**src/rtl/pipelined_adder.sv**
```systemverilog
// pipelined_adder: chunked ripple-carry add/subtract, one register stage per chunk,
// with valid/ready flow control on both sides and carry/signed-overflow flags.
module pipelined_adder #(
  parameter int LENGTH = 16,
  parameter int STAGES = 4
) (
  input  logic              clk_i,
  input  logic              rst_ni,
  input  logic              valid_i,
  output logic              ready_o,
  input  logic [LENGTH-1:0] a_i,
  input  logic [LENGTH-1:0] b_i,
  input  logic              sub_i,
  output logic              valid_o,
  input  logic              ready_i,
  output logic [LENGTH-1:0] s_o,
  output logic              c_o,
  output logic              ovf_o
);
  localparam int W = LENGTH / STAGES;
  if (LENGTH < 1 || STAGES < 1 || STAGES > LENGTH || LENGTH % STAGES != 0) begin : g_bad
    $error("pipelined_adder: LENGTH must be a positive multiple of STAGES");
  end
  logic adv;
  assign adv     = !valid_o || ready_i;
  assign ready_o = adv;
  for (genvar k = 0; k < STAGES; k++) begin : g_st
    // operand bits still to be added on entry to this stage, current chunk in the low W bits
    localparam int R = LENGTH - k * W;
    logic [R-1:0]         a_in, b_in;
    logic                 cin, vin;
    logic [W:0]           sum;
    logic [(k+1)*W-1:0]   s_d, s_q;
    logic                 v_q, c_q;
    if (k == 0) begin : g_in
      assign a_in = a_i;
      assign b_in = sub_i ? ~b_i : b_i;
      assign cin  = sub_i;
      assign vin  = valid_i;
      assign s_d  = sum[W-1:0];
    end else begin : g_link
      assign a_in = g_st[k-1].g_op.a_q;
      assign b_in = g_st[k-1].g_op.b_q;
      assign cin  = g_st[k-1].c_q;
      assign vin  = g_st[k-1].v_q;
      assign s_d  = {sum[W-1:0], g_st[k-1].s_q};
    end
    assign sum = {1'b0, a_in[W-1:0]} + {1'b0, b_in[W-1:0]} + {{W{1'b0}}, cin};
    // data registers only load real beats, so bubbles leave the last result on the outputs
    always_ff @(posedge clk_i or negedge rst_ni)
      if (!rst_ni) begin
        v_q <= 1'b0;
        c_q <= 1'b0;
        s_q <= '0;
      end else if (adv) begin
        v_q <= vin;
        if (vin) begin
          c_q <= sum[W];
          s_q <= s_d;
        end
      end
    if (k < STAGES - 1) begin : g_op
      logic [R-W-1:0] a_q, b_q;
      always_ff @(posedge clk_i or negedge rst_ni)
        if (!rst_ni) begin
          a_q <= '0;
          b_q <= '0;
        end else if (adv && vin) begin
          a_q <= a_in[R-1:W];
          b_q <= b_in[R-1:W];
        end
    end else begin : g_msb
      logic cm_q;
      // carry into the MSB recovered from the MSB sum bit and its two operand bits
      always_ff @(posedge clk_i or negedge rst_ni)
        if (!rst_ni) cm_q <= 1'b0;
        else if (adv && vin) cm_q <= a_in[W-1] ^ b_in[W-1] ^ sum[W-1];
    end
  end
  assign valid_o = g_st[STAGES-1].v_q;
  assign s_o     = g_st[STAGES-1].s_q;
  assign c_o     = g_st[STAGES-1].c_q;
  assign ovf_o   = g_st[STAGES-1].c_q ^ g_st[STAGES-1].g_msb.cm_q;
endmodule

```
**config.mk**
```make
export PLATFORM = sky130hd
export DESIGN_NAME = pipelined_adder
export DESIGN_NICKNAME = d
export VERILOG_FILES = /design/src/rtl/pipelined_adder.sv
export SDC_FILE = /design/constraint.sdc
export NUM_CORES = 1
export LEC_CHECK = 0
export BUFFER_PORTS_ARGS = -buffer_cell sky130_fd_sc_hd__buf_2
export CAP_MARGIN = 20
export CORE_MARGIN = 1
export CORE_UTILIZATION = 53
export CTS_CLUSTER_SIZE = 12
export DETAILED_ROUTE_END_ITERATION = 12
export GPL_TIMING_DRIVEN = 0
export PLACE_DENSITY_LB_ADDON = 0.2
export REMOVE_ABC_BUFFERS = 1
export SLEW_MARGIN = 15
export SYNTH_ARGS = -nofsm -noshare
export SYNTH_HDL_FRONTEND = slang
export SYNTH_SLANG_ARGS = --single-unit
```
**constraint.sdc**
```tcl
create_clock -name clk_i -period 4.4 [get_ports clk_i]
set_input_delay 0.44 -clock clk_i [delete_from_list [all_inputs] [get_ports clk_i]]
set_output_delay 0.44 -clock clk_i [all_outputs]
set_load 0.01 [all_outputs]
```
==> reports/qor_table.md <==
| Parameter | This run | Unit |
| --- | --- | --- |
| Post-detailed-placement half-perimeter wirelength | 4.42 | mm |
| Max Cap Viol | 0 | - |
| Detailed Route Iter0 Violations | 65 | - |
| Number of buffers on the longest clock path | 2 | - |
| Result of the run | finished, final reports clean | - |
| Number of antenna violations at the first check in global routing | 0 | - |
| Minimum period implied by the final worst setup slack | 1.87 | ns |
| Resize count post-CTS | 0 | - |
| Routed Wire Length | 6.35 | mm |
| Inserted Clock Buffers | 9 | - |
| Proportion of layout cells with a drive suffix above 1 | 38.5 | % |
| Commonest non-fill, non-tap cells in the layout | 97 x dfrtp_1, 63 x mux2_2, 55 x buf_2, 34 x nand2_1, 25 x o21ai_0 | - |
| Pre-antenna DRT Iters | 3 | - |
| Clock edge transition at the registers on the reported setup and hold paths | 0.09 | ns |
| Routed length per instance | 13.3 | um |
| Unrepaired setup endpoints after global routing | false | - |
| Via count of the first global-routing pass | 2553 | - |
| Number of top-level design ports | 57 | - |
| Via count | 2399 | - |
| Ratio of routed vias to standard cells | 5.04 | - |
| Rows | 32 | - |
| Number of setup buffers added after CTS | 0 | - |
| Worst setup path category | register to register | - |
| CTS tree | done | - |
| Instance count after placement with tap cells included | 460 | - |
| Global placer's final weighted congestion | 0.702 | - |
| Number of clock sinks | 97 | - |
| Least setup slack across all paths after layout | 2.53 | ns |
| Critical Path RT | 4.63 | ns |
| Syn Std Cell Area | 4260 | um2 |
| Slew headroom | 52.9 | % |
| Maximum number of pins on one net before global-route repair | 55 | - |
| Number of buffers added on ports | 56 | - |
| Arrival @ worst endpoint | 2.10 | ns |
| Clock latency of the later-clocked register in the worst-skew pair | 0.34 | ns |
| Setup violation total in the final timing report | 0 | - |
| Worst slack, placed | 2.22 | ns |
| Floorplan core area | 7770 | um2 |
| Sum Neg Setup Slack | 0 | ns |
| Final worst-path cycle share | 42.5 | % |
| PwrDens | 670 | nW/um2 |
| Residual overflow from global routing | 0 | - |
| Transition at the pin with the smallest max-transition slack | 0.705 | ns |
| Number of flip-flops and latches in the synthesized netlist | 97 | - |
| Most common cell after layout, fill and taps aside | dfrtp_1 | - |
| Root buffer selected by CTS | clkbuf_8 | - |
| Global-route wire length before repair | 11.4 | mm |
| Overall global routing resource usage | 17.6 | % |
| Average size of a mapped cell | 13.6 | um2 |
| Post-synthesis sequential area ratio | 57.0 | % |
| Critical Path End Type | register | - |
| Synth-to-layout area growth | 12.3 | % |
| Total Die Area | 8400 | um2 |
| Leakage component of the power | 0.00228 | uW |
| Number of design rule violations left after detail routing | 0 | - |
| Die boundary height | 91.7 | um |
| RR Endpoint | g_st[1].g_op.b_q[0] | - |
| Final Hold Vio Count | 0 | - |
| Fmax | 535 | MHz |
| Number of pins exceeding their max-slew limit in the final report | 0 | - |
| N_diodes | 0 | - |
| Layout net count | 425 | - |
| Depth of the most critical reg-to-reg path | 5 | - |
| Die X-Extent | 91.7 | um |
| VDD IR-drop max | 0.271 | mV |
| Final antenna-violating net count | 0 | - |
| Hold Path Class | input port to asynchronous set/reset pin | - |
| Count of hold-fix buffers inserted at cts | 0 | - |
| Deepest level of the CTS H-tree | 3 | - |
| WHS | 0.120 | ns |
| Clock Skew | 0.00773 | ns |
| Critical path launch point type | register | - |
| Reg-to-reg slack, setup | 2.53 | ns |
| Initial Utilization | 54.8 | % |
| Yosys cell types | 27 | - |
| R2R Path Start | valid_o | - |
| Yosys Warn Count | 0 | - |
| Total power consumption of the routed design | 3210 | uW |
| Count of filler cells inserted in the layout | 634 | - |
| Highest net fanout along the worst path | 16 | - |
| Final cell count without fillers | 476 | - |
| Count of mapped cells out of synthesis | 313 | - |
routing by layer:
metal	GRT usage (%)	routed length, um	part of all wire [%]
met1	21.4	2870	45
met2	31.0	3180	50
met3	2.99	202	3.2
met4	7.54	100	1.6
met5	0	0	0
cell families after synthesis:
| family | Yosys count | share of synthesized area, % |
|---|---|---|
| mux | 66 | 17.5 |
| simple gates | 41 | 4.41 |
| fa+ha+maj | 19 | 6.81 |
| buf+inv | 22 | 3.23 |
| compound gates | 43 | 5.90 |
| xor+xnor | 25 | 5.14 |
| flops | 97 | 57.0 |
cells in the mapped netlist:
cell / instances / area, um2
nand2_4: 2 / 22.5
nor2_1: 1 / 3.75
nand2b_1: 1 / 6.26
mux2_4: 1 / 15.0
o21ai_0: 25 / 125
nand2_2: 1 / 6.26
clkbuf_2: 1 / 5.00
nand3b_1: 1 / 7.51
inv_1: 8 / 30.0
a21o_1: 7 / 52.6
dfrtp_1: 97 / 2430
ha_1: 12 / 150
buf_6: 3 / 33.8
inv_4: 1 / 6.26
nand2_1: 34 / 128
o21ai_1: 1 / 5.00
a31oi_4: 1 / 21.3
a211oi_1: 1 / 7.51
buf_2: 2 / 10.0
mux2_1: 2 / 22.5
mux2_2: 63 / 709
fa_1: 7 / 140
xnor2_1: 16 / 140
nor2b_4: 1 / 13.8
buf_4: 7 / 52.6
a21oi_1: 8 / 40.0
xor2_1: 9 / 78.8
flip-flops by register name, summed over array words and instances, names as in the netlist:
| name | cells |
|---|---|
| g_st.g_op.a_q | 24 |
| g_st.g_op.b_q | 24 |
| g_st.s_q | 24 |
| s_o | 16 |
| g_st.c_q | 3 |
| g_st.v_q | 3 |
| c_o | 1 |
| g_st.g_msb.cm_q | 1 |
| valid_o | 1 |
report_power, final:
group          total (uW)  switching, uW  internal [uW]
Clock                 517            295            222
Sequential           1490            202           1290
Combinational        1200            550            650
Total                3210           1050           2160
area by class of cell:
class                           count  area [um2]  area share, %
Sequential cell                    97        2430           50.7
Multi-Input combinational cell    194        1700           35.4
Tap cell                          102         128           2.67
Timing Repair Buffer               58         318           6.64
Inverter                            9        36.3          0.758
Clock buffer                       10         138           2.88
Clock inverter                      6        42.5          0.889
worst max path at each step:
stage               startpoint             endpoint  slack [ns]  cells after the start
floorplan              ready_i  g_st[1].g_op.a_q[0]        2.62                      4
global placement        rst_ni  g_st[0].g_op.b_q[6]        1.95                      1
detailed placement       sub_i          g_st[0].c_q        2.22                      6
CTS                    valid_o  g_st[1].g_op.b_q[1]        2.51                      5
global route           valid_o       g_st[1].s_q[5]        2.36                      5
finish                 valid_o  g_st[1].g_op.b_q[0]        2.53                      5
worst max-delay path, cell delays in order (launching register included):
cell and delay, ns:
dfrtp_1 0.35, nor2b_4 0.20, inv_4 0.08, nand2_1 0.53, buf_8 0.24, mux2_2 0.35
stage by stage:
| step | instance area (um2) | util [%] |
|---|---|---|
| floorplan | 4160 | - |
| CTS | 4780 | 61.6 |
| global route | 4780 | 61.6 |
| detailed placement | 4600 | 59.3 |
| global placement | 4570 | 58.8 |
| finish | 4780 | 61.6 |
Note: power is estimated with default switching activity, not from simulation.
